$ cat src/rtl/alu_md_pkg.sv
`default_nettype none
// +----------------------------------------------------------------------+
// | alu_md_pkg                                                           |
// | Shared encodings for the alu_md execution-unit ALU/MUL/DIV block.    |
// | Revision: 1.0                                                        |
// +----------------------------------------------------------------------+
package alu_md_pkg;

    localparam logic [1:0] OP_ALU = 2'b00;
    localparam logic [1:0] OP_MUL = 2'b01;
    localparam logic [1:0] OP_DIV = 2'b10;
    localparam logic [1:0] OP_RSV = 2'b11;

    typedef enum logic [2:0] {
        IDLE = 3'd0,
        ALU  = 3'd1,
        MUL  = 3'd2,
        DIV  = 3'd3,
        ERR  = 3'd4,
        FIN  = 3'd5
    } state_t;

    // 181 function selects; S_SUB and S_XOR share a code, the mode bit tells them apart.
    localparam logic [3:0] S_ADD = 4'b1001;
    localparam logic [3:0] S_SUB = 4'b0110;
    localparam logic [3:0] S_OR  = 4'b1110;
    localparam logic [3:0] S_AND = 4'b1011;
    localparam logic [3:0] S_XOR = 4'b0110;
    localparam logic [3:0] S_A   = 4'b0000;

endpackage
`default_nettype wire

$ cat src/rtl/alu_md_core_w.sv
`default_nettype none
// +----------------------------------------------------------------------+
// | alu_core_w                                                           |
// | Combinational W-bit 74181 array with 74182-style group lookahead.    |
// | Revision: 1.0                                                        |
// +----------------------------------------------------------------------+
module alu_core_w
    import alu_md_pkg::*;
#(
    parameter int W = 16
) (
    input  logic [W-1:0]   i_a,
    input  logic [W-1:0]   i_b,
    input  logic [3:0]     i_s,
    input  logic           i_m,
    input  logic           i_cin_n,
    output logic [W-1:0]   o_f,
    output logic           o_carry,
    output logic [W/4-1:0] o_eq,
    output logic           o_c_msb
);

    localparam int C_NS = W / 4;

    logic [C_NS-1:0] w_gg;
    logic [C_NS-1:0] w_gp;
    logic [C_NS-1:0] w_cslice;
    logic            w_c0;

    // Flattened sum-of-products carry into slice k from the group G/P terms.
    function automatic logic f_cla(input logic [C_NS-1:0] gg, input logic [C_NS-1:0] gp,
                                   input logic c0, input int k);
        logic c;
        logic pp;
        c  = 1'b0;
        pp = 1'b1;
        for (int j = C_NS - 1; j >= 0; j--) begin
            if (j < k) begin
                c  = c | (gg[j] & pp);
                pp = pp & gp[j];
            end
        end
        return c | (pp & c0);
    endfunction

    assign w_c0    = ~i_cin_n;
    assign o_carry = f_cla(w_gg, w_gp, w_c0, C_NS);

    for (genvar k = 0; k < C_NS; k++) begin : g_slice
        logic [3:0] w_a4;
        logic [3:0] w_b4;
        logic [3:0] w_p;
        logic [3:0] w_g;
        logic [3:0] w_ci;
        logic [3:0] w_f;

        assign w_a4 = i_a[4*k +: 4];
        assign w_b4 = i_b[4*k +: 4];
        assign w_p  = w_a4 | (w_b4 & {4{i_s[0]}}) | (~w_b4 & {4{i_s[1]}});
        assign w_g  = (w_a4 & ~w_b4 & {4{i_s[2]}}) | (w_a4 & w_b4 & {4{i_s[3]}});

        assign w_cslice[k] = f_cla(w_gg, w_gp, w_c0, k);

        assign w_ci[0] = w_cslice[k];
        assign w_ci[1] = w_g[0] | (w_p[0] & w_cslice[k]);
        assign w_ci[2] = w_g[1] | (w_p[1] & w_g[0]) | (w_p[1] & w_p[0] & w_cslice[k]);
        assign w_ci[3] = w_g[2] | (w_p[2] & w_g[1]) | (w_p[2] & w_p[1] & w_g[0])
                       | (w_p[2] & w_p[1] & w_p[0] & w_cslice[k]);

        assign w_gg[k] = w_g[3] | (w_p[3] & w_g[2]) | (w_p[3] & w_p[2] & w_g[1])
                       | (w_p[3] & w_p[2] & w_p[1] & w_g[0]);
        assign w_gp[k] = &w_p;

        // Logic mode forces the carry term high, which yields the inverted 181 logic set.
        assign w_f = w_p ^ w_g ^ (i_m ? 4'hF : w_ci);
        assign o_f[4*k +: 4] = w_f;
        assign o_eq[k]       = &w_f;

        if (k == C_NS - 1) begin : g_msb
            assign o_c_msb = w_ci[3];
        end
    end

endmodule
`default_nettype wire

$ cat src/rtl/alu_md.sv
`default_nettype none
// +----------------------------------------------------------------------+
// | alu_md                                                               |
// | 181-style ALU with iterative MUL and optional DIV (ALU_MD_DIV_EN).   |
// | Revision: 1.0                                                        |
// +----------------------------------------------------------------------+
module alu_md
    import alu_md_pkg::*;
#(
    parameter int W = 16
) (
    input  logic         clk_sys,
    input  logic         clr_,
    input  logic         start,
    input  logic [1:0]   op,
    input  logic [0:W-1] a,
    input  logic [0:W-1] b,
    input  logic [3:0]   s,
    input  logic         saryt,
    input  logic         cin_,
    output logic         busy,
    output logic         done,
    output logic [0:W-1] f,
    output logic [0:W-1] fx,
    output logic         carry,
    output logic         zsum,
    output logic         j$,
    output logic         ovf,
    output logic         err
);

    localparam int C_CNT_W = $clog2(W + 1);

    state_t             r_state;
    logic [W-1:0]       r_a;
    logic [W-1:0]       r_b;
    logic [3:0]         r_s;
    logic               r_saryt;
    logic               r_cin_n;
    logic [W-1:0]       r_hi;
    logic [W-1:0]       r_lo;
    logic [C_CNT_W-1:0] r_cnt;

    logic [W-1:0]   w_ca;
    logic [W-1:0]   w_cb;
    logic [3:0]     w_cs;
    logic           w_cm;
    logic           w_ccin_n;
    logic [W-1:0]   w_cf;
    logic           w_cco;
    logic [W/4-1:0] w_ceq;
    logic           w_cmsb;

    // One core serves the ALU op and the add/subtract step of each iteration.
    always_comb begin
        w_ca     = r_a;
        w_cb     = r_b;
        w_cs     = r_s;
        w_cm     = ~r_saryt;
        w_ccin_n = r_cin_n;
        case (r_state)
            MUL: begin
                w_ca     = r_hi;
                w_cb     = r_a;
                w_cs     = S_ADD;
                w_cm     = 1'b0;
                w_ccin_n = 1'b1;
            end
`ifdef ALU_MD_DIV_EN
            DIV: begin
                w_ca     = {r_hi[W-2:0], r_lo[W-1]};
                w_cb     = r_b;
                w_cs     = S_SUB;
                w_cm     = 1'b0;
                w_ccin_n = 1'b0;
            end
`endif
            default: begin
            end
        endcase
    end

    alu_core_w #(.W(W)) u_core (
        .i_a     (w_ca),
        .i_b     (w_cb),
        .i_s     (w_cs),
        .i_m     (w_cm),
        .i_cin_n (w_ccin_n),
        .o_f     (w_cf),
        .o_carry (w_cco),
        .o_eq    (w_ceq),
        .o_c_msb (w_cmsb)
    );

    logic         w_last;
    logic         w_addsub;
    logic [W-1:0] w_sum;
    logic [W-1:0] w_mul_hi;
    logic [W-1:0] w_mul_lo;

    assign w_last   = (r_cnt == C_CNT_W'(W - 1));
    assign w_addsub = r_saryt & ((r_s == S_ADD) | (r_s == S_SUB));
    assign w_sum    = r_lo[0] ? w_cf : r_hi;
    assign w_mul_hi = {r_lo[0] & w_cco, w_sum[W-1:1]};
    assign w_mul_lo = {w_sum[0], r_lo[W-1:1]};

`ifdef ALU_MD_DIV_EN
    logic         w_qbit;
    logic [W-1:0] w_rem;
    logic [W-1:0] w_quo;

    // The shifted-out remainder MSB means the trial subtraction cannot borrow.
    assign w_qbit = r_hi[W-1] | w_cco;
    assign w_rem  = w_qbit ? w_cf : w_ca;
    assign w_quo  = {r_lo[W-2:0], w_qbit};
`endif

    always_ff @(posedge clk_sys or negedge clr_) begin
        if (!clr_) begin
            r_state <= IDLE;
            r_a     <= '0;
            r_b     <= '0;
            r_s     <= '0;
            r_saryt <= 1'b0;
            r_cin_n <= 1'b0;
            r_hi    <= '0;
            r_lo    <= '0;
            r_cnt   <= '0;
            busy    <= 1'b0;
            done    <= 1'b0;
            f       <= '0;
            fx      <= '0;
            carry   <= 1'b0;
            zsum    <= 1'b0;
            j$      <= 1'b0;
            ovf     <= 1'b0;
            err     <= 1'b0;
        end else begin
            case (r_state)
                IDLE: begin
                    if (start) begin
                        r_a     <= a;
                        r_b     <= b;
                        r_s     <= s;
                        r_saryt <= saryt;
                        r_cin_n <= cin_;
                        r_cnt   <= '0;
                        err     <= 1'b0;
                        busy    <= 1'b1;
                        case (op)
                            OP_ALU: r_state <= ALU;
                            OP_MUL: begin
                                r_hi    <= '0;
                                r_lo    <= b;
                                r_state <= MUL;
                            end
`ifdef ALU_MD_DIV_EN
                            OP_DIV: begin
                                if (b == '0) begin
                                    r_state <= ERR;
                                end else begin
                                    r_hi    <= '0;
                                    r_lo    <= a;
                                    r_state <= DIV;
                                end
                            end
`endif
                            OP_RSV:  r_state <= ERR;
                            default: r_state <= ERR;
                        endcase
                    end
                end
                ALU: begin
                    f       <= w_cf;
                    fx      <= '0;
                    carry   <= w_cco;
                    zsum    <= (w_cf == '0);
                    j$      <= &w_ceq;
                    ovf     <= w_addsub & (w_cmsb ^ w_cco);
                    done    <= 1'b1;
                    r_state <= FIN;
                end
                MUL: begin
                    r_hi  <= w_mul_hi;
                    r_lo  <= w_mul_lo;
                    r_cnt <= r_cnt + 1'b1;
                    if (w_last) begin
                        f       <= w_mul_lo;
                        fx      <= w_mul_hi;
                        carry   <= 1'b0;
                        ovf     <= 1'b0;
                        zsum    <= ({w_mul_hi, w_mul_lo} == '0);
                        j$      <= &w_mul_lo;
                        done    <= 1'b1;
                        r_state <= FIN;
                    end
                end
`ifdef ALU_MD_DIV_EN
                DIV: begin
                    r_hi  <= w_rem;
                    r_lo  <= w_quo;
                    r_cnt <= r_cnt + 1'b1;
                    if (w_last) begin
                        f       <= w_quo;
                        fx      <= w_rem;
                        carry   <= 1'b0;
                        ovf     <= 1'b0;
                        zsum    <= (w_quo == '0);
                        j$      <= &w_quo;
                        done    <= 1'b1;
                        r_state <= FIN;
                    end
                end
`endif
                ERR: begin
                    f       <= '1;
                    fx      <= r_a;
                    err     <= 1'b1;
                    carry   <= 1'b0;
                    ovf     <= 1'b0;
                    zsum    <= 1'b0;
                    j$      <= 1'b1;
                    done    <= 1'b1;
                    r_state <= FIN;
                end
                FIN: begin
                    done    <= 1'b0;
                    busy    <= 1'b0;
                    r_state <= IDLE;
                end
                default: begin
                    done    <= 1'b0;
                    busy    <= 1'b0;
                    r_state <= IDLE;
                end
            endcase
        end
    end

endmodule
`default_nettype wire

$ cat config.mk
export PLATFORM = sky130hd
export DESIGN_NAME = alu_md
export DESIGN_NICKNAME = d
export VERILOG_FILES = /design/src/rtl/alu_md_pkg.sv /design/src/rtl/alu_md_core_w.sv /design/src/rtl/alu_md.sv
export SDC_FILE = /design/constraint.sdc
export NUM_CORES = 1
export LEC_CHECK = 0
export CAP_MARGIN = 20
export CORE_MARGIN = 2
export CORE_UTILIZATION = 61
export CTS_CLUSTER_DIAMETER = 150
export DETAILED_ROUTE_END_ITERATION = 10
export HOLD_SLACK_MARGIN = 0.05
export PLACE_DENSITY_LB_ADDON = 0.12
export SETUP_SLACK_MARGIN = 0.05
export SYNTH_ARGS = -nofsm -noshare
export SYNTH_HDL_FRONTEND = slang
export SYNTH_SLANG_ARGS = --single-unit
$ cat constraint.sdc
create_clock -name clk_sys -period 5.4 [get_ports clk_sys]
set_input_delay 1.62 -clock clk_sys [delete_from_list [all_inputs] [get_ports clk_sys]]
set_output_delay 1.62 -clock clk_sys [all_outputs]
set_load 0.005 [all_outputs]
* Yosys cells after proc, flatten, opt, wreduce, memory -nomap -nowiden
Cells that the tools add are included.
** Storage, ports and cells
- Register bits after elaboration :: 117
- Bits of input ports :: 43
** Operators by class
- $add $sub $neg :: 1
- Eq/ne operators :: 10
- Multiplexer cells :: 39
- Bitwise gates (word level) :: 175
- Reductions and logical operators :: 23
** Operator list (number)
- two-way mux 16 bit :: 9
- bitwise AND 4 bit :: 24
- case mux 16 bit (3 select lines) :: 2
- bitwise AND 1 bit :: 75
- case mux 16 bit (2 select lines) :: 2
- OR 4 bit :: 12
- OR 1 bit :: 47
- zero test 32 bit :: 1
- AND reduction 16 bit :: 2
- bitwise XOR 4 bit :: 8
- two-way mux 4 bit :: 5
- zero test 16 bit :: 1
- inverter 4 bit :: 4
- AND reduction 4 bit :: 4
- case mux 1 bit (3 select lines) :: 5
- AND reduction 2 bit :: 7
- case mux 5 bit (2 select lines) :: 1
- case mux 3 bit (3 select lines) :: 1
- two-way mux 1 bit :: 8
- two-way mux 3 bit :: 2
- case mux 3 bit (2 select lines) :: 1
- adder 5 x 1 -> 5 bit (second input constant) :: 1
- == test 5 x 4 -> 1 bit (second input constant) :: 1
- two-way mux 5 bit :: 1
- other kinds (18) :: 24

* Longest topological paths before layout
- Depth in word-level cells :: 22
- Depth in mapped cells :: 13
- Depth with buffers taken out :: 10

* Modules after synthesis
From an unflattened synthesis, not the netlist that was laid out.
** Unflattened totals
- Cell total of the unflattened synthesis :: 822
- Area, all modules :: 7111.8 um^2
** Modules (own cells, without submodules)
- alu_md :: times used 1, cells each 597, area an instance 5634.2 um^2, seq. area each 2927.8 um^2
- alu_core_w :: times used 1, cells each 225, area an instance 1477.7 um^2, seq. area each 0.0 um^2

* Worst setup path after synthesis
No wires, ideal clock.
- Kind :: register to register
- From :: register r_state[2]
- To :: register zsum
- Arrival :: 3.118 ns
- Data required time :: 5.308 ns
- Slack :: 2.190 ns
- Cell stages (with the launch flop) :: 12
- Clock period less this slack :: 3.210 ns
- Cells stage by stage :: dfrtp_1 buf_6 or4b_1 a21boi_1 or2_4 and4b_4 a22oi_4 o221ai_4 or4_4 a2111oi_4 o22ai_1 o31ai_2
** Between the ends
- Longest elaborated chain between the ends :: 22
- Elaborated cells on any way between the ends :: 192
- Classes of those cells :: eq/ne: 4; mux: 12; bitwise: 168; reduce/logical: 8
** RTL lines
- start, declared :: RTL line alu_md.sv:34 : state_t r_state;
- start signal, assigned :: RTL line alu_md.sv:120 : r_state <= IDLE;
- start signal, assigned :: RTL line alu_md.sv:151 : OP_ALU: r_state <= ALU;
- start signal, assigned :: RTL line alu_md.sv:155 : r_state <= MUL;
- == test 3 x 2 -> 1 bit :: RTL line alu_md.sv:61, alu_md.sv:139
- two-way mux 16 bit :: RTL line alu_md.sv:61 : case (r_state)
- inverter 4 bit :: RTL line alu_md_core_w.sv:59, alu_md_core_w.sv:60
- bitwise AND 4 bit (2 in a row) :: RTL line alu_md_core_w.sv:60 : assign w_g = (w_a4 & ~w_b4 & {4{i_s[2]}}) | (w_a4 & w_b4 & {4{i_s[3]}});
- OR 4 bit :: RTL line alu_md_core_w.sv:60
- bitwise AND 1 bit :: RTL line alu_md_core_w.sv:70 : assign w_gg[k] = w_g[3] | (w_p[3] & w_g[2]) | (w_p[3] & w_p[2] & w_g[1])
- OR 1 bit (2 in a row) :: RTL line alu_md_core_w.sv:70
- OR 1 bit :: RTL line alu_md_core_w.sv:71 : | (w_p[3] & w_p[2] & w_p[1] & w_g[0]);
- [... 4 more ...]
- bitwise AND 1 bit, on equally long branches :: RTL line alu_md_core_w.sv:65, alu_md_core_w.sv:68, alu_md_core_w.sv:66
- OR 1 bit, on equally long branches :: RTL line alu_md_core_w.sv:65, alu_md_core_w.sv:68, alu_md_core_w.sv:66
- two-way mux 4 bit :: RTL line alu_md_core_w.sv:75 : assign w_f = w_p ^ w_g ^ (i_m ? 4'hF : w_ci);
- bitwise XOR 4 bit :: RTL line alu_md_core_w.sv:75
- two-way mux 16 bit :: RTL line alu_md.sv:103 : assign w_sum = r_lo[0] ? w_cf : r_hi;
- zero test 32 bit :: RTL line alu_md.sv:192 : zsum <= ({w_mul_hi, w_mul_lo} == '0);
- two-way mux 1 bit :: RTL line alu_md.sv:187 : if (w_last) begin
- case mux 1 bit (3 select lines) :: RTL line alu_md.sv:139 : case (r_state)
- end signal, assigned :: RTL line alu_md.sv:177 : zsum <= (w_cf == '0);
- end signal, assigned :: RTL line alu_md.sv:192
- end, declared :: RTL line alu_md.sv:26 : output logic zsum,
Several ways; a longest one is shown, not always the timed one. The select of a mux whose other input is x is not followed.
A chain may end at the register's enable or synchronous reset.

* Final worst setup path
- From :: register r_state[1]
- To :: register j$
** Between the ends
- Longest elaborated chain between the ends :: 20
- Elaborated cells on any way between the ends :: 171
- Classes of those cells :: eq/ne: 4; mux: 12; bitwise: 148; reduce/logical: 7
** RTL lines
- == test 3 x 2 -> 1 bit :: RTL line alu_md.sv:61, alu_md.sv:139
- two-way mux 16 bit :: RTL line alu_md.sv:61
- inverter 4 bit :: RTL line alu_md_core_w.sv:59, alu_md_core_w.sv:60
- bitwise AND 4 bit (2 in a row) :: RTL line alu_md_core_w.sv:60
- OR 4 bit :: RTL line alu_md_core_w.sv:60
- bitwise AND 1 bit :: RTL line alu_md_core_w.sv:70
- OR 1 bit (2 in a row) :: RTL line alu_md_core_w.sv:70
- OR 1 bit :: RTL line alu_md_core_w.sv:71
- bitwise AND 1 bit :: RTL line alu_md_core_w.sv:39 : c = c | (gg[j] & pp);
- OR 1 bit (2 in a row) :: RTL line alu_md_core_w.sv:39
- OR 1 bit :: RTL line alu_md_core_w.sv:43 : return c | (pp & c0);
- bitwise AND 1 bit, on equally long branches :: RTL line alu_md_core_w.sv:65, alu_md_core_w.sv:68, alu_md_core_w.sv:66
- OR 1 bit, on equally long branches :: RTL line alu_md_core_w.sv:65, alu_md_core_w.sv:68, alu_md_core_w.sv:66
- two-way mux 4 bit :: RTL line alu_md_core_w.sv:75
- bitwise XOR 4 bit :: RTL line alu_md_core_w.sv:75
- AND reduction 16 bit :: RTL line alu_md.sv:178 : j$ <= &w_ceq;
- case mux 1 bit (3 select lines) :: RTL line alu_md.sv:139
- end signal, assigned :: RTL line alu_md.sv:178
- end signal, assigned :: RTL line alu_md.sv:193 : j$ <= &w_mul_lo;
- end, declared :: RTL line alu_md.sv:27 : output logic j$,
Several ways; a longest one is shown, not always the timed one. The select of a mux whose other input is x is not followed.

==> results.toml <==
[detailed_routing]
routed_wl_mm = 22.67
wl_per_cell_um = 23.06
drtPass1Iterations = 5
route.detailed.drc = 0
drt-initial-drc-count = 778
ant_nets = 0
via_per_inst = 6.769
vias = 6654

[run_status]
status = "completed"

[worst_setup_path]
critPathMaxFanout = 31
required_ns = 5.76
crit_path_start_kind = "flop"
endpoint_kind = "flop"
reg2reg_depth = 10
crit_type = "reg2reg"
worst_ep_arrival_time_ns = 4.65
r2r_end = "j$$_DFFE_PN0P_"
slowest_stage = "or3b_2"
r2r_slack_ns = 1.11
reg2reg_from = "r_state[1]$_DFFE_PN0P_"
crit_chain = "or3b_2, a21oi_1, o221ai_1, o21ai_0, a22oi_4, o2111a_1, a211oi_1, nand4_1, nor4_1, o22a_1"
slowest_delay_ns = 0.80

[global_routing]
grt_usage_pct = 37.19
grt_pass1_wl_mm = 35.94
grt_pass1_vias = 6516
antenna_found_initial = 0
grt_overflow = 0
grt_start_max_net_pins = 51

[place]
io_buffers = 81
post-dp-hpwl_mm = 16.23
gp_congestion = 1.000
place_inst = 951

[clock_tree]
numCtsBuffers = 17
postCtsSetupRepairBufs = 0
cts_tree = "done"
clk_pin_slew_ns = 0.06
cts_buffer_depth = 2
cts_hold_buf = 0
root_buffer = "clkbuf_16"
cts_resized = 0
clk_latency_ns = 0.42
htree_levels = 4
clock_sinks = 117

[min_path]
holdPathStages = 1
whs_endpoint = "err$_DFFE_PN0P_"
hold_class = "reg2reg"
min_from = "err$_DFFE_PN0P_"

[logic_synthesis]
synth_top_area_cell = "dfrtp_1"
synth_top_cells_by_count = "117 x dfrtp_1, 95 x nand2_1, 64 x o21ai_0"
synthCells = 764
yosys-top-cells-area = "dfrtp_1 41%, mux2_2 7.9%, mux2i_1 6.3%"
synth_compound_gate_area_share_pct = 21.96
synthesis.area_sq_um = 7121
synth_top_family_by_area = "compound AO/OA/AOI/OAI gates"
async_flop_share_pct = 100.0
synthMuxAreaShare_pct = 14.23
syn_nets = 809
yosysWarnings = 0
synthSimpleGateAreaFrac_pct = 17.26
synth-xor-area-share_pct = 1.599
post-synth-top-count-cell = "dfrtp_1"
synth_fa_ha_area_share_pct = 0.3514
ys.flop_type = "dfrtp_1"
synth_cell_type_count = 82
synth_seq_cells = 117
synth_edf_count = 0
yosysSeqAreaShare_pct = 41.12
syn_area_per_cell_sq_um = 9.320
yosysTopAreaCellShare_pct = 41.12

[finish]
fillers = 829
drive_gt1_share_pct = 14.88
seq_area_sq_um = 2928
n_antenna_cell = 0
area_growth_pct = 20.58
multi_input_area_sq_um = 3956
final_cells = 983
final_nets = 873

[sta]
rsz0062_at_grt = "false"
fin_tns_setup_ns = 0
maxSlewHeadroom_pct = 31.16
skew_ns = 0.005869
fin_crit_ns = 4.286
drv_slew = 0
fin_crit_sh_pct = 79.37
setup_viol = 0
max_freq_mhz = 233.3
hold_violations = 0
worst_slew_pin_slew_ns = 1.033

[die]
io_pins = 82
die_width_um = 112.0
coreArea_sq_um = 11420
die_area_sq_um = 12550
start_util_pct = 62.36
fp.dieH_um = 112.0
rows = 39

[pwr]
ir_worst_vdd_v = 0.0005683
p_leak_nw = 3.791
p_per_area_nw_per_um2 = 790.4

[run]
maxCapViolations = 0
metal layers:
| metal | vias up | part of all wire, % | global-route usage [%] |
|---|---|---|---|
| met5 | - | 0 | 0 |
| met4 | 0 | 4.3 | 15.85 |
| met3 | 81 | 7.8 | 9.017 |
| met2 | 389 | 48 | 60.81 |
| met1 | 3237 | 40 | 47.67 |
| li1 | 2947 | - | - |
worst max-delay path: cells and delay by family, from the launching register on:
kind / cells / cell delay, ns
simple gates: 3 / 1.26
compound gates: 7 / 2.23
flops: 1 / 0.71
area by class of cell:
type | count | area share, %
clock buffers | 20 | 5.203
flip-flops and latches | 117 | 34.10
inverters | 7 | 0.3060
well taps | 143 | 2.084
clock inverters | 11 | 1.282
multi-input cells | 587 | 46.08
repair buffers | 98 | 10.94
kinds of logic (layout without fill, tap and decap cells):
logic type,Yosys count,in the layout
DFF,117,117
AOI/OAI and AO/OA,230,230
and+or+nand+nor,247,247
muxes,95,95
buffers and inverters,60,136
adders and majority gates,2,2
xor gates and xnor gates,13,13
placed cells by master, fill, tap and decap left out, types with 8 or more instances in the layout:
master and n:
nand2_1 95, nor2_1 59, nand3_1 12, o21ai_0 64, a21o_1 15, o21a_1 8, nor4_1 9, nand2b_1 9
dfrtp_1 117, mux2i_1 45, clkdlybuf4s50_1 80, mux2_2 50, o211ai_1 13, a31oi_1 10, buf_4 17, clkbuf_16 17
a21oi_1 52
through the flow:
stage,power [W],hold WS [ns],util [%],setup slack [ns],cell area (sq um)
after CTS,0.006668,0.4823,75.09,1.262,8574
after global routing,0.007165,0.5082,75.19,0.9721,8586
final,0.006786,0.4771,75.19,1.114,8586
after floorplan,0.004296,0.4498,-,2.190,7121
after detailed placement,0.005561,0.4709,70.22,1.258,8018
after global placement,0.005449,0.4633,70.22,1.434,8018
worst max-delay path by stage:
| stage | slack (ns) | to | depth (start not counted) | startpoint |
|---|---|---|---|---|
| 2_1_floorplan | 2.19 | zsum$_DFFE_PN0P_ | 11 | r_state[2]$_DFFE_PN0P_ |
| 3_3_place_gp | 1.43 | j$$_DFFE_PN0P_ | 10 | r_state[1]$_DFFE_PN0P_ |
| 3_5_place_dp | 1.26 | j$$_DFFE_PN0P_ | 10 | r_state[1]$_DFFE_PN0P_ |
| 4_1_cts | 1.26 | j$$_DFFE_PN0P_ | 10 | r_state[1]$_DFFE_PN0P_ |
| 5_1_grt | 0.97 | fx[3]$_DFFE_PN0P_ | 10 | r_state[1]$_DFFE_PN0P_ |
| 6_report | 1.11 | j$$_DFFE_PN0P_ | 10 | r_state[1]$_DFFE_PN0P_ |
report_power, final:
group	total (W)	leakage [nW]	internal [W]	switching (W)
Clock	0.00108	0.275	0.000680	0.000400
Combinational	0.00384	2.07	0.00162	0.00222
Sequential	0.00187	1.45	0.00126	0.000610
registers in the layout, summed over array words and instances (netlist names), 3 cells and up:
name / cells
f: 16
r_lo: 16
r_s: 4
r_state: 3
r_cnt: 5
fx: 16
r_b: 16
r_hi: 16
r_a: 16
(Power assumes the default switching activity.)
